$ cat src/rtl/iccm_port_arbiter.sv
// iccm_port_arbiter: shares the 1rw ICCM SRAM between the boot-programming write buffer and the TL-UL bus.
// Latency: SRAM access in the grant/pop cycle; bus response (rvalid/rdata) exactly 1 cycle after grant.
// Backpressure: bus held off via bus_gnt_o; prog writes never stall, dropped with sticky prog_ovf_o when full.
// Optional macro ICCM_ARB_WCOUNT_EN adds prog_wcount_o (count of committed programming writes).

// iccm_arb_fifo: small generic FIFO holding programming writes.
// Latency: pushed word visible at the head the cycle after push.
// Backpressure: none internally; the caller must not push when full without a simultaneous pop.
module iccm_arb_fifo #(
  parameter int W     = 8,
  parameter int DEPTH = 2
) (
  input  logic                     clk,
  input  logic                     rst,
  input  logic                     push,
  input  logic                     pop,
  input  logic [W-1:0]             wdata,
  output logic [W-1:0]             rdata,
  output logic [$clog2(DEPTH):0]   count
);
  localparam int PW = $clog2(DEPTH);
  localparam int CW = PW + 1;

  logic [W-1:0]  mem_q [DEPTH];
  logic [PW-1:0] wr_ptr;
  logic [PW-1:0] rd_ptr;

  // storage needs no reset; only pointers and count define validity
  always_ff @(posedge clk) begin
    if (push) mem_q[wr_ptr] <= wdata;
  end

  // pointers wrap naturally since DEPTH is a power of two
  always_ff @(posedge clk or posedge rst) begin
    if (rst) begin
      wr_ptr <= '0;
      rd_ptr <= '0;
      count  <= '0;
    end else begin
      if (push) wr_ptr <= wr_ptr + 1'b1;
      if (pop)  rd_ptr <= rd_ptr + 1'b1;
      count <= count + CW'(push) - CW'(pop);
    end
  end

  assign rdata = mem_q[rd_ptr];
endmodule

module iccm_port_arbiter #(
  parameter int AW         = 10,
  parameter int DW         = 32,
  parameter int PBUF_DEPTH = 2,
  parameter int STARVE_MAX = 4
) (
  input  logic            clk_i,
  input  logic            rst_i,
  input  logic            prog_mode_i,
  input  logic            prog_we_i,
  input  logic [AW-1:0]   prog_addr_i,
  input  logic [DW-1:0]   prog_wdata_i,
  output logic            prog_full_o,
  output logic            prog_ovf_o,
  input  logic            bus_req_i,
  input  logic            bus_we_i,
  input  logic [AW-1:0]   bus_addr_i,
  input  logic [DW-1:0]   bus_wdata_i,
  input  logic [DW/8-1:0] bus_wmask_i,
  output logic            bus_gnt_o,
  output logic            bus_rvalid_o,
  output logic [DW-1:0]   bus_rdata_o,
  output logic            sram_csb_o,
  output logic            sram_web_o,
  output logic [DW/8-1:0] sram_wmask_o,
  output logic [AW-1:0]   sram_addr_o,
  output logic [DW-1:0]   sram_din_o,
  input  logic [DW-1:0]   sram_dout_i,
`ifdef ICCM_ARB_WCOUNT_EN
  output logic [AW:0]     prog_wcount_o,
`endif
  output logic            busy_o
);
  localparam int CW = $clog2(PBUF_DEPTH) + 1;
  localparam int SW = $clog2(STARVE_MAX + 1);

  typedef enum logic [1:0] {RUN, PROG, DRAIN} state_e;

  state_e             state_q, state_d;
  logic [CW-1:0]      count;
  logic [AW+DW-1:0]   head;
  logic               buf_empty, buf_full;
  logic               pop, push, gnt;
  logic [SW-1:0]      starve_q;
  logic               ovf_q, rvalid_q, rd_q;

  assign buf_empty = (count == '0);
  assign buf_full  = (count == CW'(PBUF_DEPTH));
  // a full buffer still accepts a word when the head leaves in the same cycle
  assign push      = prog_we_i && (!buf_full || pop);

  iccm_arb_fifo #(.W(AW + DW), .DEPTH(PBUF_DEPTH)) u_pbuf (
    .clk   (clk_i),
    .rst   (rst_i),
    .push  (push),
    .pop   (pop),
    .wdata ({prog_addr_i, prog_wdata_i}),
    .rdata (head),
    .count (count)
  );

  // session state register
  always_ff @(posedge clk_i or posedge rst_i) begin
    if (rst_i) state_q <= RUN;
    else       state_q <= state_d;
  end

  // next state, per-cycle arbitration and SRAM drive; nothing is granted while reset is held
  always_comb begin
    state_d      = state_q;
    pop          = 1'b0;
    gnt          = 1'b0;
    sram_csb_o   = 1'b1;
    sram_web_o   = 1'b1;
    sram_wmask_o = '0;
    sram_addr_o  = '0;
    sram_din_o   = '0;
    unique case (state_q)
      RUN:     if (prog_mode_i) state_d = PROG;
      PROG:    if (!prog_mode_i) state_d = DRAIN;
      DRAIN: begin
        if (prog_mode_i)                 state_d = PROG;
        else if (buf_empty && !push)     state_d = RUN;
      end
      default: state_d = RUN;
    endcase
    if (!rst_i) begin
      if (state_q != RUN)                                    pop = !buf_empty;
      else if (buf_empty)                                    gnt = bus_req_i;
      else if (bus_req_i && starve_q == SW'(STARVE_MAX))     gnt = 1'b1;
      else                                                   pop = 1'b1;
    end
    if (pop) begin
      sram_csb_o   = 1'b0;
      sram_web_o   = 1'b0;
      sram_wmask_o = '1;
      sram_addr_o  = head[AW+DW-1:DW];
      sram_din_o   = head[DW-1:0];
    end else if (gnt) begin
      sram_csb_o   = 1'b0;
      sram_web_o   = !bus_we_i;
      sram_wmask_o = bus_we_i ? bus_wmask_i : '0;
      sram_addr_o  = bus_addr_i;
      sram_din_o   = bus_wdata_i;
    end
  end

  // starvation counter: counts denied request cycles, saturating, cleared on grant or idle
  always_ff @(posedge clk_i or posedge rst_i) begin
    if (rst_i)                   starve_q <= '0;
    else if (bus_req_i && !gnt)  starve_q <= (starve_q == SW'(STARVE_MAX)) ? starve_q : starve_q + 1'b1;
    else                         starve_q <= '0;
  end

  // response pipeline and sticky overflow flag
  always_ff @(posedge clk_i or posedge rst_i) begin
    if (rst_i) begin
      rvalid_q <= 1'b0;
      rd_q     <= 1'b0;
      ovf_q    <= 1'b0;
    end else begin
      rvalid_q <= gnt;
      rd_q     <= gnt && !bus_we_i;
      if (prog_we_i && !push) ovf_q <= 1'b1;
    end
  end

`ifdef ICCM_ARB_WCOUNT_EN
  logic [AW:0] wcount_q;

  // committed programming writes in the current session, saturating
  always_ff @(posedge clk_i or posedge rst_i) begin
    if (rst_i)                                  wcount_q <= '0;
    else if (state_q == RUN && state_d == PROG) wcount_q <= '0;
    else if (pop && wcount_q != '1)             wcount_q <= wcount_q + 1'b1;
  end

  assign prog_wcount_o = wcount_q;
`endif

  assign bus_gnt_o    = gnt;
  assign bus_rvalid_o = rvalid_q;
  assign bus_rdata_o  = rd_q ? sram_dout_i : '0;
  assign prog_full_o  = buf_full;
  assign prog_ovf_o   = ovf_q;
  assign busy_o       = (state_q != RUN) || !buf_empty;
endmodule

$ cat config.mk
export PLATFORM = sky130hd
export DESIGN_NAME = iccm_port_arbiter
export DESIGN_NICKNAME = d
export VERILOG_FILES = /design/src/rtl/iccm_port_arbiter.sv
export SDC_FILE = /design/constraint.sdc
export NUM_CORES = 1
export LEC_CHECK = 0
export CAP_MARGIN = 20
export CORE_MARGIN = 2
export CORE_UTILIZATION = 38
export CTS_CLUSTER_SIZE = 30
export DETAILED_ROUTE_END_ITERATION = 10
export HOLD_SLACK_MARGIN = 0.1
export PLACE_DENSITY = 0.8
export REMOVE_ABC_BUFFERS = 1
export SLEW_MARGIN = 10
export SYNTH_ARGS = -nofsm -noshare
export SYNTH_HDL_FRONTEND = slang
export SYNTH_SLANG_ARGS = --single-unit
$ cat constraint.sdc
create_clock -name clk_i -period 3.3 [get_ports clk_i]
set_clock_uncertainty 0.05 [all_clocks]
set_input_delay 0.66 -clock clk_i [delete_from_list [all_inputs] [get_ports clk_i]]
set_output_delay 0.66 -clock clk_i [all_outputs]
set_load 0.01 [all_outputs]
==> results.md <==
- Vias in the first global route: 3827
- PnR worst setup slack: -0.0144 ns
- Starting Density: 38.6%
- Share of flip-flops with an asynchronous set or reset: 12.5%
- Layout Utilization: 62.2%
- Simple-gate share of the synthesized area: 13.7%
- Critical Path AT: 2.60 ns
- Antenna viol nets, final: 0
- Main combinational cell family by area after synthesis: simple AND/OR/NAND/NOR gates
- NumNets Final: 691
- Via-to-Cell Ratio: 5.38
- Area growth from synthesis to layout: 61.0%
- Post-synth EDFFs: 84
- Post-synth top area cell: edfxtp_1
- Kind of critical path: input port to primary output
- Root Driver: clkbuf_16
- Synth Area in XOR/XNOR: 0.762%
- Mux contribution to synthesized area: 9.14%
- Storage element area: 0.00282 sq mm
- Post-Syn Instances: 352
- Top cells by area, synth: edfxtp_1 55%, mux2i_1 9.1%, o31ai_1 6.9%
- Ys Warns: 0
- Post-DP HPWL: 9150 um
- Die width: 114 um
- Clock insertion delay at the later pin of the skew report: 0.33 ns
- Core area: 0.0119 sq mm
- Sink Count: 96
- Clock transition at path regs: 0.06 ns
- WP data required: 2.59 ns
- Final period util: 100%
- Max-Cap Viols: 0
- Grt ovf: 0
- Power per Cell Area: 635 mW/mm^2
- Complex-gate fraction of the synthesized area: 9.71%
- Highest metal used: met4
- First-pass GRT wire length: 19400 um
- DR iter-0 viols: 171
- Critical path's top delay family: buffers and inverters
- Outcome: finished with violations
- Max frequency: 302 MHz
- Critical path endpoint category: primary output
- Worst Max-Slew Pin Slew: 0.635 ns
- Final min period: 3.31 ns
- Count leader, synth: edfxtp_1
- Routed len/inst: 18.1 um
- Antenna violations before repair: 0
- Commonest cells post-synth: 84 x edfxtp_1, 44 x nand4_1, 42 x mux2i_1, 42 x o31ai_1, 33 x and2_1
- # setup viols final: 1
- Final Max Slew Viols: 0
- Deepest clock path buffer count: 2
- Post-synth top flop: edfxtp_1
- Worst vdd ir: 0.383 mV
- CP most frequent cell: clkdlybuf4s50_1
- Register bit total from synthesis: 96
- # DRC: 0
- Synth unique cells: 36
- Hold Violations, Final: 0
- DR WL met2: 6610 um
- Failing checks: setup timing
- Setup tns final: -0.0144 ns
- Worst hold path cell count: 1
- Register area share after synthesis: 61.4%
- Num rows: 40
- Total GRT Usage: 19.1%
- DP Worst Slack: -0.0730 ns
- Yosys top cell area share: 54.9%
- Worst Hold Class: register to register
- Post-Syn Area: 0.00460 sq mm
- FILL cells: 909
- Post-synthesis adder-cell area fraction: 1.09%
- CTS tree: yes
- Area after DPL: 0.00696 sq mm
- 1st-pass router iterations: 5
- Relative slew slack: 57.6%
- Largest net degree at the start of global routing: 33
- CTS Buf Count: 9
- WP buf/inv: 4
- Hold_buf cts: 0
- Layout cells sized above 1: 8.13%
- IO Port Bufs: 210
- Wirelength, routed: 12900 um
- Critical path startpoint category: input port
- Die H: 114 um
- Post-route cell area: 0.00740 sq mm
- DR vias: 3835
- Critical path depth: 7
- Worst path slowest cell: clkdlybuf4s50_1
- Met3 Wirelength: 953 um
- Reg2reg path depth: 9
- Leakage Power: 3.22 nW
- RSZ-0062 raised after global routing: yes
- CP max FO: 30
- H-tree levels: 3
- Syn avg cell area: 13.1 sq um
- Top-level I/O count: 211
- Multi-input gate area: 0.00164 sq mm
- Antenna diodes: 0
- Die Footprint: 0.0130 sq mm
- RD Place Congestion: 0.775
- Slowest stage delay, CP: 0.59 ns
- Met1 WL: 5170 um
- CP Cell Sequence: clkdlybuf4s50_1 > buf_4 > nor3b_4 > buf_12 > nand4_1 > o31ai_1 > clkdlybuf4s50_1
[kinds of logic (layout without fill, tap and decap cells)]
family,Yosys count,count (layout)
adders and majority gates,4,4
and+or+nand+nor,102,102
buffers and inverters,41,255
muxes,42,42
AOI/OAI and AO/OA,63,63
xor gates and xnor gates,4,4
DFF,96,96
[state kept, by name, indices dropped and copies added, names as in the netlist, 2 cells and up]
register	count
u_pbuf.count	2
state_q	2
u_pbuf.mem_q	84
starve_q	3
[worst reg2reg max path, delay by kind of cell, from the launching register on]
| kind | cells | cell delay [ns] |
|---|---|---|
| AOI/OAI and AO/OA | 1 | 0.31 |
| xor gates and xnor gates | 2 | 0.34 |
| adders and majority gates | 3 | 0.78 |
| buffers and inverters | 2 | 0.13 |
| DFF | 1 | 0.40 |
| and+or+nand+nor | 1 | 0.25 |
[layout by cell type (no fill, tap or decap), types with 5 or more instances in the layout]
cell / netlist / layout
o31ai_1: 42 / 42
mux2i_1: 42 / 42
clkbuf_16: 0 / 9
clkdlybuf4s50_1: 0 / 163
buf_12: 0 / 5
nand3_1: 6 / 6
dlymetal6s2s_1: 0 / 40
a21oi_1: 8 / 7
inv_1: 6 / 6
edfxtp_1: 84 / 84
buf_4: 0 / 16
nand4_1: 44 / 44
o21ai_0: 5 / 5
dfrtp_1: 12 / 11
dlygate4sd2_1: 0 / 6
and2_1: 33 / 33
[metal layers]
layer	up-vias	global-route usage [%]
met5	-	0
met4	0	6.50
met3	15	4.20
met2	167	34.6
met1	1861	22.4
li1	1792	-
[cell type report]
type	instances	share of cell area (%)
clock buffers	10	3.09
well taps	147	2.48
multi-input cells	215	22.1
inverters	7	0.355
clock inverters	6	1.13
repair buffers	232	32.7
flip-flops and latches	96	38.1
[through the flow]
step                      cells  hold WS [ns]  total power [mW]
after floorplan             318         0.455              2.67
after global placement      695         0.427              3.64
after detailed placement    695         0.441              3.71
after CTS                   712         0.455              4.79
after global routing        713         0.492              4.95
final                       713         0.442              4.70
[final timing paths]
path / startpoint / endpoint / slack (ns)
worst max-delay path: bus_req_i / sram_din_o[10] / -0.01
worst min-delay path: prog_ovf_o / prog_ovf_o / 0.44
worst max register to register: starve_q[0] / u_pbuf.count[1] / 0.96
worst min register to register: prog_ovf_o / prog_ovf_o / 0.44
max in group asynchronous: rst_i / state_q[1] / 2.22
min in group asynchronous: rst_i / u_pbuf.wr_ptr / 0.65
[report_power, final]
part	leakage (nW)	switching, mW	internal, mW	total [mW]
clock network	0.148	0.424	0.660	1.08
registers	0.931	0.0951	1.62	1.72
logic	2.14	0.994	0.907	1.90
total	3.22	1.51	3.19	4.70
[repair_timing]
action	4_1_cts	5_1_grt
pin swaps	1	0
endpoints found under the setup margin	47	43
resized for setup	9	43
setup buffers	1	1
(Power assumes the default switching activity.)
